**src/rtl/ctrl_pkg.sv**
```systemverilog
// rtl/ctrl_pkg.sv - state, datapath-select and instruction-field encodings for multicycle_ctrl
package ctrl_pkg;

    typedef enum logic [3:0] {
        ST_FETCH    = 4'd0,
        ST_DECODE   = 4'd1,
        ST_EXEC_R   = 4'd2,
        ST_EXEC_I   = 4'd3,
        ST_ALUWB    = 4'd4,
        ST_MEMADR   = 4'd5,
        ST_MEMREAD  = 4'd6,
        ST_MEMWRITE = 4'd7,
        ST_MEMWB    = 4'd8,
        ST_FAULT    = 4'd9,
        ST_BRANCH   = 4'd10
    } state_t;

    localparam logic [1:0] ALU_ADD = 2'b00;
    localparam logic [1:0] ALU_SUB = 2'b01;
    localparam logic [1:0] ALU_AND = 2'b10;
    localparam logic [1:0] ALU_ORR = 2'b11;

    localparam logic [1:0] IMM_DP  = 2'b00;
    localparam logic [1:0] IMM_MEM = 2'b01;
    localparam logic [1:0] IMM_BR  = 2'b10;

    localparam logic [1:0] RES_ALUOUT = 2'b00;
    localparam logic [1:0] RES_DATA   = 2'b01;
    localparam logic [1:0] RES_ALU    = 2'b10;

    localparam logic [1:0] SRCB_REG  = 2'b00;
    localparam logic [1:0] SRCB_IMM  = 2'b01;
    localparam logic [1:0] SRCB_FOUR = 2'b10;

    localparam logic [3:0] CMD_AND = 4'b0000;
    localparam logic [3:0] CMD_SUB = 4'b0010;
    localparam logic [3:0] CMD_ADD = 4'b0100;
    localparam logic [3:0] CMD_CMP = 4'b1010;
    localparam logic [3:0] CMD_ORR = 4'b1100;

    localparam logic [1:0] OP_DP    = 2'b00;
    localparam logic [1:0] OP_MEM   = 2'b01;
    localparam logic [1:0] OP_BR    = 2'b10;
    localparam logic [1:0] OP_UNDEF = 2'b11;

endpackage

```
**src/rtl/cond_check.sv**
```systemverilog
// rtl/cond_check.sv - evaluates the instruction condition field against saved NZCV flags
module cond_check (
    input  logic [3:0] instr_cond,
    input  logic [3:0] flags,
    output logic       cond_pass
);

    logic n, z, c, v;

    assign {n, z, c, v} = flags;

    always_comb begin
        cond_pass = 1'b0;
        case (instr_cond)
            4'b0000: cond_pass = z;
            4'b0001: cond_pass = !z;
            4'b0010: cond_pass = c;
            4'b0011: cond_pass = !c;
            4'b0100: cond_pass = n;
            4'b0101: cond_pass = !n;
            4'b0110: cond_pass = v;
            4'b0111: cond_pass = !v;
            4'b1000: cond_pass = c && !z;
            4'b1001: cond_pass = !c || z;
            4'b1010: cond_pass = (n == v);
            4'b1011: cond_pass = (n != v);
            4'b1100: cond_pass = !z && (n == v);
            4'b1101: cond_pass = z || (n != v);
            4'b1110: cond_pass = 1'b1;
            default: cond_pass = 1'b0;
        endcase
    end

endmodule

```
**src/rtl/multicycle_ctrl.sv**
```systemverilog
// rtl/multicycle_ctrl.sv - multi-cycle processor sequencer with conditional execution and memory watchdog
module multicycle_ctrl
    import ctrl_pkg::*;
#(
    parameter int WAIT_MAX = 15,
    parameter int WAIT_W   = 4
) (
    input  logic       sysclk,
    input  logic       reset,
    input  logic [3:0] instr_cond,
    input  logic [1:0] instr_op,
    input  logic [5:0] instr_funct,
    input  logic [3:0] instr_rd,
    input  logic [3:0] alu_flags,
    input  logic       mem_ready,
    output logic       pc_write,
    output logic       ir_write,
    output logic       adr_src,
    output logic       mem_read,
    output logic       mem_write,
    output logic       reg_write,
    output logic       alu_src_a,
    output logic [1:0] alu_src_b,
    output logic [1:0] alu_cntrl,
    output logic [1:0] result_src,
    output logic [1:0] imm_src,
    output logic [1:0] reg_src,
    output logic       fault,
    output logic [3:0] state_dbg
);

    localparam logic [WAIT_W-1:0] WAIT_LIM = WAIT_W'(WAIT_MAX);

    state_t            state, next_state;
    logic [WAIT_W-1:0] wait_cnt;
    logic [3:0]        flags;
    logic              cond_pass;
    logic              cnt_inc;
    logic              flags_we;
    logic [3:0]        cmd;
    logic              rd_is_pc;

    assign cmd       = instr_funct[4:1];
    assign rd_is_pc  = (instr_rd == 4'd15);
    assign state_dbg = state;

    cond_check u_cond_check (
        .instr_cond (instr_cond),
        .flags      (flags),
        .cond_pass  (cond_pass)
    );

    always_ff @(posedge sysclk or negedge reset) begin
        if (!reset) begin
            state    <= ST_FETCH;
            wait_cnt <= '0;
            flags    <= 4'b0000;
        end else begin
            state <= next_state;
            // any state change clears the counter; only the three memory states use it
            if (next_state != state)
                wait_cnt <= '0;
            else if (cnt_inc)
                wait_cnt <= wait_cnt + WAIT_W'(1);
            if (flags_we)
                flags <= alu_flags;
        end
    end

    always_comb begin
        next_state = state;
        cnt_inc    = 1'b0;
        flags_we   = 1'b0;
        pc_write   = 1'b0;
        ir_write   = 1'b0;
        adr_src    = 1'b0;
        mem_read   = 1'b0;
        mem_write  = 1'b0;
        reg_write  = 1'b0;
        alu_src_a  = 1'b0;
        alu_src_b  = SRCB_REG;
        alu_cntrl  = ALU_ADD;
        result_src = RES_ALUOUT;
        imm_src    = IMM_DP;
        reg_src    = 2'b00;
        fault      = 1'b0;

        case (state)
            ST_FETCH: begin
                mem_read   = 1'b1;
                alu_src_a  = 1'b1;
                alu_src_b  = SRCB_FOUR;
                result_src = RES_ALU;
                if (mem_ready) begin
                    ir_write   = 1'b1;
                    pc_write   = 1'b1;
                    next_state = ST_DECODE;
                end else if (wait_cnt == WAIT_LIM) begin
                    next_state = ST_FAULT;
                end else begin
                    cnt_inc = 1'b1;
                end
            end
            ST_DECODE: begin
                alu_src_a = 1'b1;
                alu_src_b = SRCB_FOUR;
                if (!cond_pass)
                    next_state = ST_FETCH;
                else begin
                    case (instr_op)
                        OP_DP:   next_state = instr_funct[5] ? ST_EXEC_I : ST_EXEC_R;
                        OP_MEM:  next_state = ST_MEMADR;
                        OP_BR:   next_state = ST_BRANCH;
                        default: next_state = ST_FAULT;
                    endcase
                end
            end
            ST_EXEC_R, ST_EXEC_I: begin
                alu_src_b  = (state == ST_EXEC_I) ? SRCB_IMM : SRCB_REG;
                imm_src    = IMM_DP;
                next_state = (cmd == CMD_CMP) ? ST_FETCH : ST_ALUWB;
                flags_we   = instr_funct[0] || (cmd == CMD_CMP);
                case (cmd)
                    CMD_ADD: alu_cntrl = ALU_ADD;
                    CMD_SUB: alu_cntrl = ALU_SUB;
                    CMD_AND: alu_cntrl = ALU_AND;
                    CMD_ORR: alu_cntrl = ALU_ORR;
                    CMD_CMP: alu_cntrl = ALU_SUB;
                    default: begin
                        next_state = ST_FAULT;
                        flags_we   = 1'b0;
                    end
                endcase
            end
            ST_ALUWB: begin
                result_src = RES_ALUOUT;
                pc_write   = rd_is_pc;
                reg_write  = !rd_is_pc;
                next_state = ST_FETCH;
            end
            ST_MEMADR: begin
                alu_src_b  = SRCB_IMM;
                imm_src    = IMM_MEM;
                next_state = instr_funct[0] ? ST_MEMREAD : ST_MEMWRITE;
            end
            ST_MEMREAD: begin
                adr_src  = 1'b1;
                mem_read = 1'b1;
                if (mem_ready)
                    next_state = ST_MEMWB;
                else if (wait_cnt == WAIT_LIM)
                    next_state = ST_FAULT;
                else
                    cnt_inc = 1'b1;
            end
            ST_MEMWRITE: begin
                adr_src   = 1'b1;
                reg_src   = 2'b10;
                mem_write = 1'b1;
                if (mem_ready)
                    next_state = ST_FETCH;
                else if (wait_cnt == WAIT_LIM)
                    next_state = ST_FAULT;
                else
                    cnt_inc = 1'b1;
            end
            ST_MEMWB: begin
                result_src = RES_DATA;
                pc_write   = rd_is_pc;
                reg_write  = !rd_is_pc;
                next_state = ST_FETCH;
            end
            ST_BRANCH: begin
                imm_src    = IMM_BR;
                alu_src_b  = SRCB_IMM;
                alu_cntrl  = ALU_ADD;
                result_src = RES_ALU;
                pc_write   = 1'b1;
                next_state = ST_FETCH;
            end
            ST_FAULT: begin
                fault = 1'b1;
            end
            default: next_state = ST_FAULT;
        endcase

        // reset state is FETCH, but nothing may strobe while reset is held
        if (!reset) begin
            pc_write   = 1'b0;
            ir_write   = 1'b0;
            adr_src    = 1'b0;
            mem_read   = 1'b0;
            mem_write  = 1'b0;
            reg_write  = 1'b0;
            alu_src_a  = 1'b0;
            alu_src_b  = 2'b00;
            alu_cntrl  = 2'b00;
            result_src = 2'b00;
            imm_src    = 2'b00;
            reg_src    = 2'b00;
            fault      = 1'b0;
        end
    end

endmodule

```
**config.mk**
```make
export PLATFORM = sky130hd
export DESIGN_NAME = multicycle_ctrl
export DESIGN_NICKNAME = d
export VERILOG_FILES = /design/src/rtl/ctrl_pkg.sv /design/src/rtl/cond_check.sv /design/src/rtl/multicycle_ctrl.sv
export SDC_FILE = /design/constraint.sdc
export NUM_CORES = 1
export LEC_CHECK = 0
export ABC_AREA = 1
export CORE_UTILIZATION = 30
export CTS_CLUSTER_DIAMETER = 60
export CTS_CLUSTER_SIZE = 16
export DETAILED_ROUTE_END_ITERATION = 10
export GPL_TIMING_DRIVEN = 0
export PLACE_DENSITY = 0.58
export REMOVE_ABC_BUFFERS = 1
export SETUP_SLACK_MARGIN = 0.1
export SLEW_MARGIN = 20
export SYNTH_ARGS = -nofsm -noshare
export SYNTH_HDL_FRONTEND = slang
export SYNTH_SLANG_ARGS = --single-unit
```
**constraint.sdc**
```tcl
create_clock -name sysclk -period 4.2 [get_ports sysclk]
set_input_delay 0.42 -clock sysclk [delete_from_list [all_inputs] [get_ports sysclk]]
set_output_delay 0.42 -clock sysclk [all_outputs]
set_load 0.01 [all_outputs]
```
# ---- Word-level counts from Yosys, hierarchy flattened
# Index checks and enable logic that the tools add are counted.
dict set report word_totals {
  output_inout_bits 22
  in_bits 23
  ff_bits 12
  elab_cells 113
}
dict set report op_classes {
  eq_ne 35
  reduce_logical 26
  muxes 48
  n_addsub 1
}
# cell n
set ops {}
lappend ops {{equality test 4 bit (second input constant)} 14}
lappend ops {{equality test 4 x 3 -> 1 bit (second input constant)} 9}
lappend ops {{2-to-1 mux 4 bit} 8}
lappend ops {{case mux 4 bit (8 select lines)} 1}
lappend ops {{2-to-1 mux 1 bit} 24}
lappend ops {{equality test 4 x 2 -> 1 bit (second input constant)} 5}
lappend ops {{OR reduction 2 bit} 8}
lappend ops {{case mux 1 bit (15 select lines)} 1}
lappend ops {{2-to-1 mux 2 bit} 7}
lappend ops {{logical NOT 4 bit} 3}
lappend ops {{case mux 2 bit (3 select lines)} 2}
lappend ops {{case mux 4 bit (3 select lines)} 1}
lappend ops {{equality test 4 x 1 -> 1 bit (second input constant)} 2}
lappend ops {{case mux 2 bit (2 select lines)} 2}
lappend ops {{OR reduction 3 bit} 2}
lappend ops {{logical NOT 1 bit} 5}
lappend ops {{OR reduction 5 bit} 1}
lappend ops {{adder 4 x 1 -> 4 bit (second input constant)} 1}
lappend ops {{inequality test 4 bit} 1}
lappend ops {{logical OR 1 bit} 3}
lappend ops {{2-to-1 mux 3 bit} 1}
lappend ops {{case mux 1 bit (3 select lines)} 1}
lappend ops {{equality test 2 x 1 -> 1 bit (second input constant)} 1}
lappend ops {{equality test 2 bit (second input constant)} 1}
lappend ops {{other kinds (5)} 6}

# ---- Logic depth before layout (Yosys ltp)
dict set report depth {
  word_depth 7
  depth_mapped 15
  depth_no_buf 15
}

# ---- Modules after synthesis
# Synthesis repeated with hierarchy kept, for this count alone.
dict set report hier_totals {
  hier_cells 201
  area_unflattened_um2 1214.9
}
# module seq_area_each_um2 area_each_um2 n_inst cells_each
set by_module_without_submodules {}
lappend by_module_without_submodules {multicycle_ctrl 300.3 985.9 1 146}
lappend by_module_without_submodules {cond_check 0.0 229.0 1 55}

# ---- Worst setup path before layout
# OpenSTA, ideal clock, no wires.
dict set report synth_timing {
  path_type {reg-to-output}
  startpoint {reg state[2], in the netlist state_dbg[2]}
  endpoint {out reg_src[1]}
  setup_slack_ns 2.488
  path_buffers 1
  arrival_ns 1.292
  stages_incl_launch_ff 6
  t_required_ns 3.780
  path_cell_list {dfrtp_1 inv_2 nor2_4 nand2_1 nor3_1 buf_4}
}
dict set report synth_via {
  elab_chain_len 3
}
# element line
set synth_lines {}
lappend synth_lines {{start, declared} multicycle_ctrl.sv:34} ;# state_t state, next_state;
lappend synth_lines {{start signal, assigned} multicycle_ctrl.sv:59} ;# state <= next_state;
lappend synth_lines {{equality test 4 x 3 -> 1 bit} multicycle_ctrl.sv:88} ;# case (state)
lappend synth_lines {{2-to-1 mux 2 bit} multicycle_ctrl.sv:88}
lappend synth_lines {{2-to-1 mux 2 bit} multicycle_ctrl.sv:188} ;# if (!reset) begin
lappend synth_lines {{end, declared} multicycle_ctrl.sv:27} ;# output logic [1:0] reg_src,
# Every way passes these cells.

# ---- Final worst setup path
dict set report layout_timing {
  startpoint {in reset}
  endpoint {out alu_src_b[1]}
}
dict set report layout_via {
  elab_chain_len 1
}
# element line
set layout_lines {}
lappend layout_lines {{start, declared} multicycle_ctrl.sv:9} ;# input logic reset,
lappend layout_lines {{2-to-1 mux 2 bit} multicycle_ctrl.sv:188}
lappend layout_lines {{end, declared} multicycle_ctrl.sv:23} ;# output logic [1:0] alu_src_b,
# Every way passes these cells.

==> reports/results.tsv <==
stage	metric	value	unit
flow_run	max_cap_violations	0	
setup_path	path_cells	clkdlybuf4s50_1, inv_1, nor3_1, clkdlybuf4s50_1	
power_and_ir_drop	pwr-share-clk	14.6	%
clock_network	clk-insertion-delay-late	0.24	ns
layout	seq_area	300.3	um2
layout	n_fill_cell	394	
global_routing	grt_max_degree	16	
setup_path	worst_setup_path_end_kind	output port	
drt	antenna_left	0	
outcome	run_status	finished, final reports clean	
timing	tightest_slew	0.6855	ns
synthesis	ys_seq_elements	12	
drt	wl_per_cell	10.46	um
layout	multi_input_comb_area	740.7	um2
layout	syn2layout_area_growth	43.53	%
floorplanning	io_pins	45	
setup_path	max_stage_delay	0.91	ns
setup_path	arrival	2.58	ns
setup_path	start_kind	input pin	
synthesis	ys.warnings.count	0	
synthesis	post_synth.cell_area_avg	5.924	um2
layout	layout-drive-gt1-share	6.303	%
power_and_ir_drop	p_int	0.3869	mW
clock_network	cts_made_buffers	3	
power_and_ir_drop	seq_power_share	26.5	%
timing	slew_violations	0	
setup_path	rr_worst_depth	11	
clock_network	postCtsSetupBuffers	0	
timing	final.min_clock_period	3.000	ns
global_routing	grt_pass1_wl	5237	um
floorplanning	die_y	64.21	um
power_and_ir_drop	power_frac_comb	58.9	%
drt	via_per_inst	4.587	
drt	drt_iter0_drc	62	
clock_network	cts_root_buf	clkbuf_8	
timing	tns	0	ns
synthesis	synth_area	0.001161	mm2
clock_network	cts_tree	yes	
clock_network	cts_num_sinks	12	
timing	fin_skew	0.004790	ns
synthesis	synthCells	196	
clock_network	cts.htree.levels	1	
global_routing	grt_pass1_vias	1250	
timing	period_share	71.42	%
setup_path	crit_type	input pin to output port	
power_and_ir_drop	p_per_area	421.2	mW/mm2
synthesis	ys_seq_area_share	25.86	%
floorplanning	start_util	31.48	%
drt	drc	0	
layout	post-route-cell-area	0.001667	mm2
drt	vias	1312	
place	gp_congestion	0.8266	
timing	hold_viol	0	
timing	fmax	333.4	MHz
hold_path	hp-class	register to register	
hold_path	min_delay_path_depth	2	
clock_network	clkTransAtPathRegs	0.05	ns
timing	setup_viol_count_final	0	
floorplanning	die_x	64.21	um
power_and_ir_drop	switching_share	44.89	%
global_routing	antenna_found_initial	0	
global_routing	overflow	0	
setup_path	r2r_setup_slack	2.40	ns
setup_path	crit_path_max_fanout	15	
timing	max_slew_margin	54.16	%
global_routing	grtUsageTotal	15.87	%
clock_network	cts.path.max_buffers	2	
floorplanning	core	0.003689	mm2
power_and_ir_drop	switchingPower	0.3152	mW
timing	rsz0062_at_grt	no	
floorplanning	fp-row-count	22	
setup_path	crit_required	3.78	ns
drt	wl	2992	um
power_and_ir_drop	vdd_drop_max	0.1721	mV
clock_network	cts_resized	0	
synthesis	synth.distinct_cells	30	
clock_network	ctsHoldBuffers	0	
place	dp_hpwl	2461	um
place	place_area	0.001625	mm2
layout	layout.nets	264	
place	port_buffers	43	
power_and_ir_drop	power_leakage	0.8317	nW
setup_path	critPathSlowestCell	clkdlybuf4s50_1	
floorplanning	dieArea	0.004123	mm2
drt	first_pass_iters	4	
layout	diodes	0	
setup_path	crit_path_frequent_cell	clkdlybuf4s50_1	
## power by group through the flow
| stage | combinational [mW] | clock, mW | sequential (mW) |
|---|---|---|---|
| 2_1_floorplan | 0.260 | 0 | 0.182 |
| 3_3_place_gp | 0.415 | 0 | 0.188 |
| 3_5_place_dp | 0.413 | 0 | 0.188 |
| 4_1_cts | 0.415 | 0.104 | 0.186 |
| 5_1_grt | 0.470 | 0.112 | 0.193 |
| 6_report | 0.413 | 0.102 | 0.186 |
## cells by family after synthesis
family,Yosys count,synth area share (%)
flip-flops,12,25.86
adder cells (fa/ha/maj),1,1.077
XOR/XNOR,3,2.263
AO/OA/AOI/OAI,25,12.61
multiplexers,1,0.9698
buffers and inverters,29,10.34
other,1,0.3230
AND/OR/NAND/NOR,124,46.55
## Yosys cell counts
cell	number	area (um2)
a211oi_1	1	7.510
a21boi_0	1	7.510
a21oi_1	10	50.05
a21oi_2	1	8.760
a32o_1	1	10.01
buf_4	3	22.52
clkbuf_1	1	3.750
conb_1	1	3.750
dfrtp_1	12	300.3
ha_1	1	12.51
inv_1	22	82.58
inv_2	3	11.26
mux2_2	1	11.26
nand2_1	57	214.0
nand2_2	2	12.51
nand3_1	13	65.06
nand3_2	2	20.02
nand3b_1	2	15.01
nand4_1	2	12.51
nor2_1	37	138.9
nor2_2	1	6.260
nor2_4	1	11.26
nor3_1	4	20.02
nor3_2	1	10.01
nor3b_1	2	15.01
o211ai_1	1	7.510
o21ai_0	7	35.03
o21bai_1	1	7.510
o22ai_1	2	12.51
xor2_1	3	26.28
## state kept, by name, indices dropped and copies added, names as in the netlist
register   count
wait_cnt       4
flags          4
state_dbg      4
## final cells by class
type	instances	share of cell area, %
multi-input combinational	155	44.44
timing repair buffer	43	25.83
sequential	12	18.02
inverter	25	5.631
tap	48	3.604
clock buffer	3	2.477
## stage by stage
| stage | total power, mW | util [%] | setup WS [ns] | cells | hold WS [ns] |
|---|---|---|---|---|---|
| after floorplan | 0.4421 | - | 2.519 | 192 | 0.1244 |
| after global placement | 0.6028 | 44.06 | 1.157 | 283 | 0.5429 |
| after detailed placement | 0.6008 | 44.06 | 1.124 | 283 | 0.5488 |
| after CTS | 0.7061 | 45.18 | 1.134 | 286 | 0.5598 |
| after global routing | 0.7744 | 45.18 | 0.9364 | 286 | 0.5958 |
| final | 0.7021 | 45.18 | 1.200 | 286 | 0.5568 |
## layer usage
layer / track usage [%] / wire length (um) / vias to the layer above
li1: - / - / 708
met1: 22.48 / 1580 / 562
met2: 24.60 / 1240 / 40
met3: 1.786 / 137 / 2
met4: 5.833 / 33 / 0
met5: 0 / 0 / -
## worst paths after layout
path / start / endpoint
min: wait_cnt[3]$_DFFE_PN0P_ / wait_cnt[3]$_DFFE_PN0P_
max: reset / alu_src_b[1]
min reg2reg: wait_cnt[3]$_DFFE_PN0P_ / wait_cnt[3]$_DFFE_PN0P_
min in group asynchronous: reset / flags[2]$_DFFE_PN0P_
max in group asynchronous: reset / state_dbg[3]$_DFF_PN0_
max reg2reg: state_dbg[0]$_DFF_PN0_ / wait_cnt[3]$_DFFE_PN0P_
## critical path, delay by kind of cell
kind / cells / cell delay, ns
buffers and inverters: 3 / 1.85
and+or+nand+nor: 1 / 0.31
## placed cells by master (no fill, tap or decap)
cell and count:
nand2_1 57, clkdlybuf4s50_1 43, nor2_1 37, inv_1 22
nand3_1 13, dfrtp_1 12, a21oi_1 10, o21ai_0 7
nor3_1 4, inv_2 3, xor2_1 3, clkbuf_8 3
nand3b_1 2, nand2_2 2, nand3_2 2, o22ai_1 2
nor3b_1 2, nand4_1 2, a21boi_0 1, nor2_2 1
nor2_4 1, a211oi_1 1, nor3_2 1, a21oi_2 1
o211ai_1 1, a32o_1 1, o21bai_1 1, mux2_2 1
ha_1 1, conb_1 1
No activity file was read; power rests on OpenSTA's default activity.
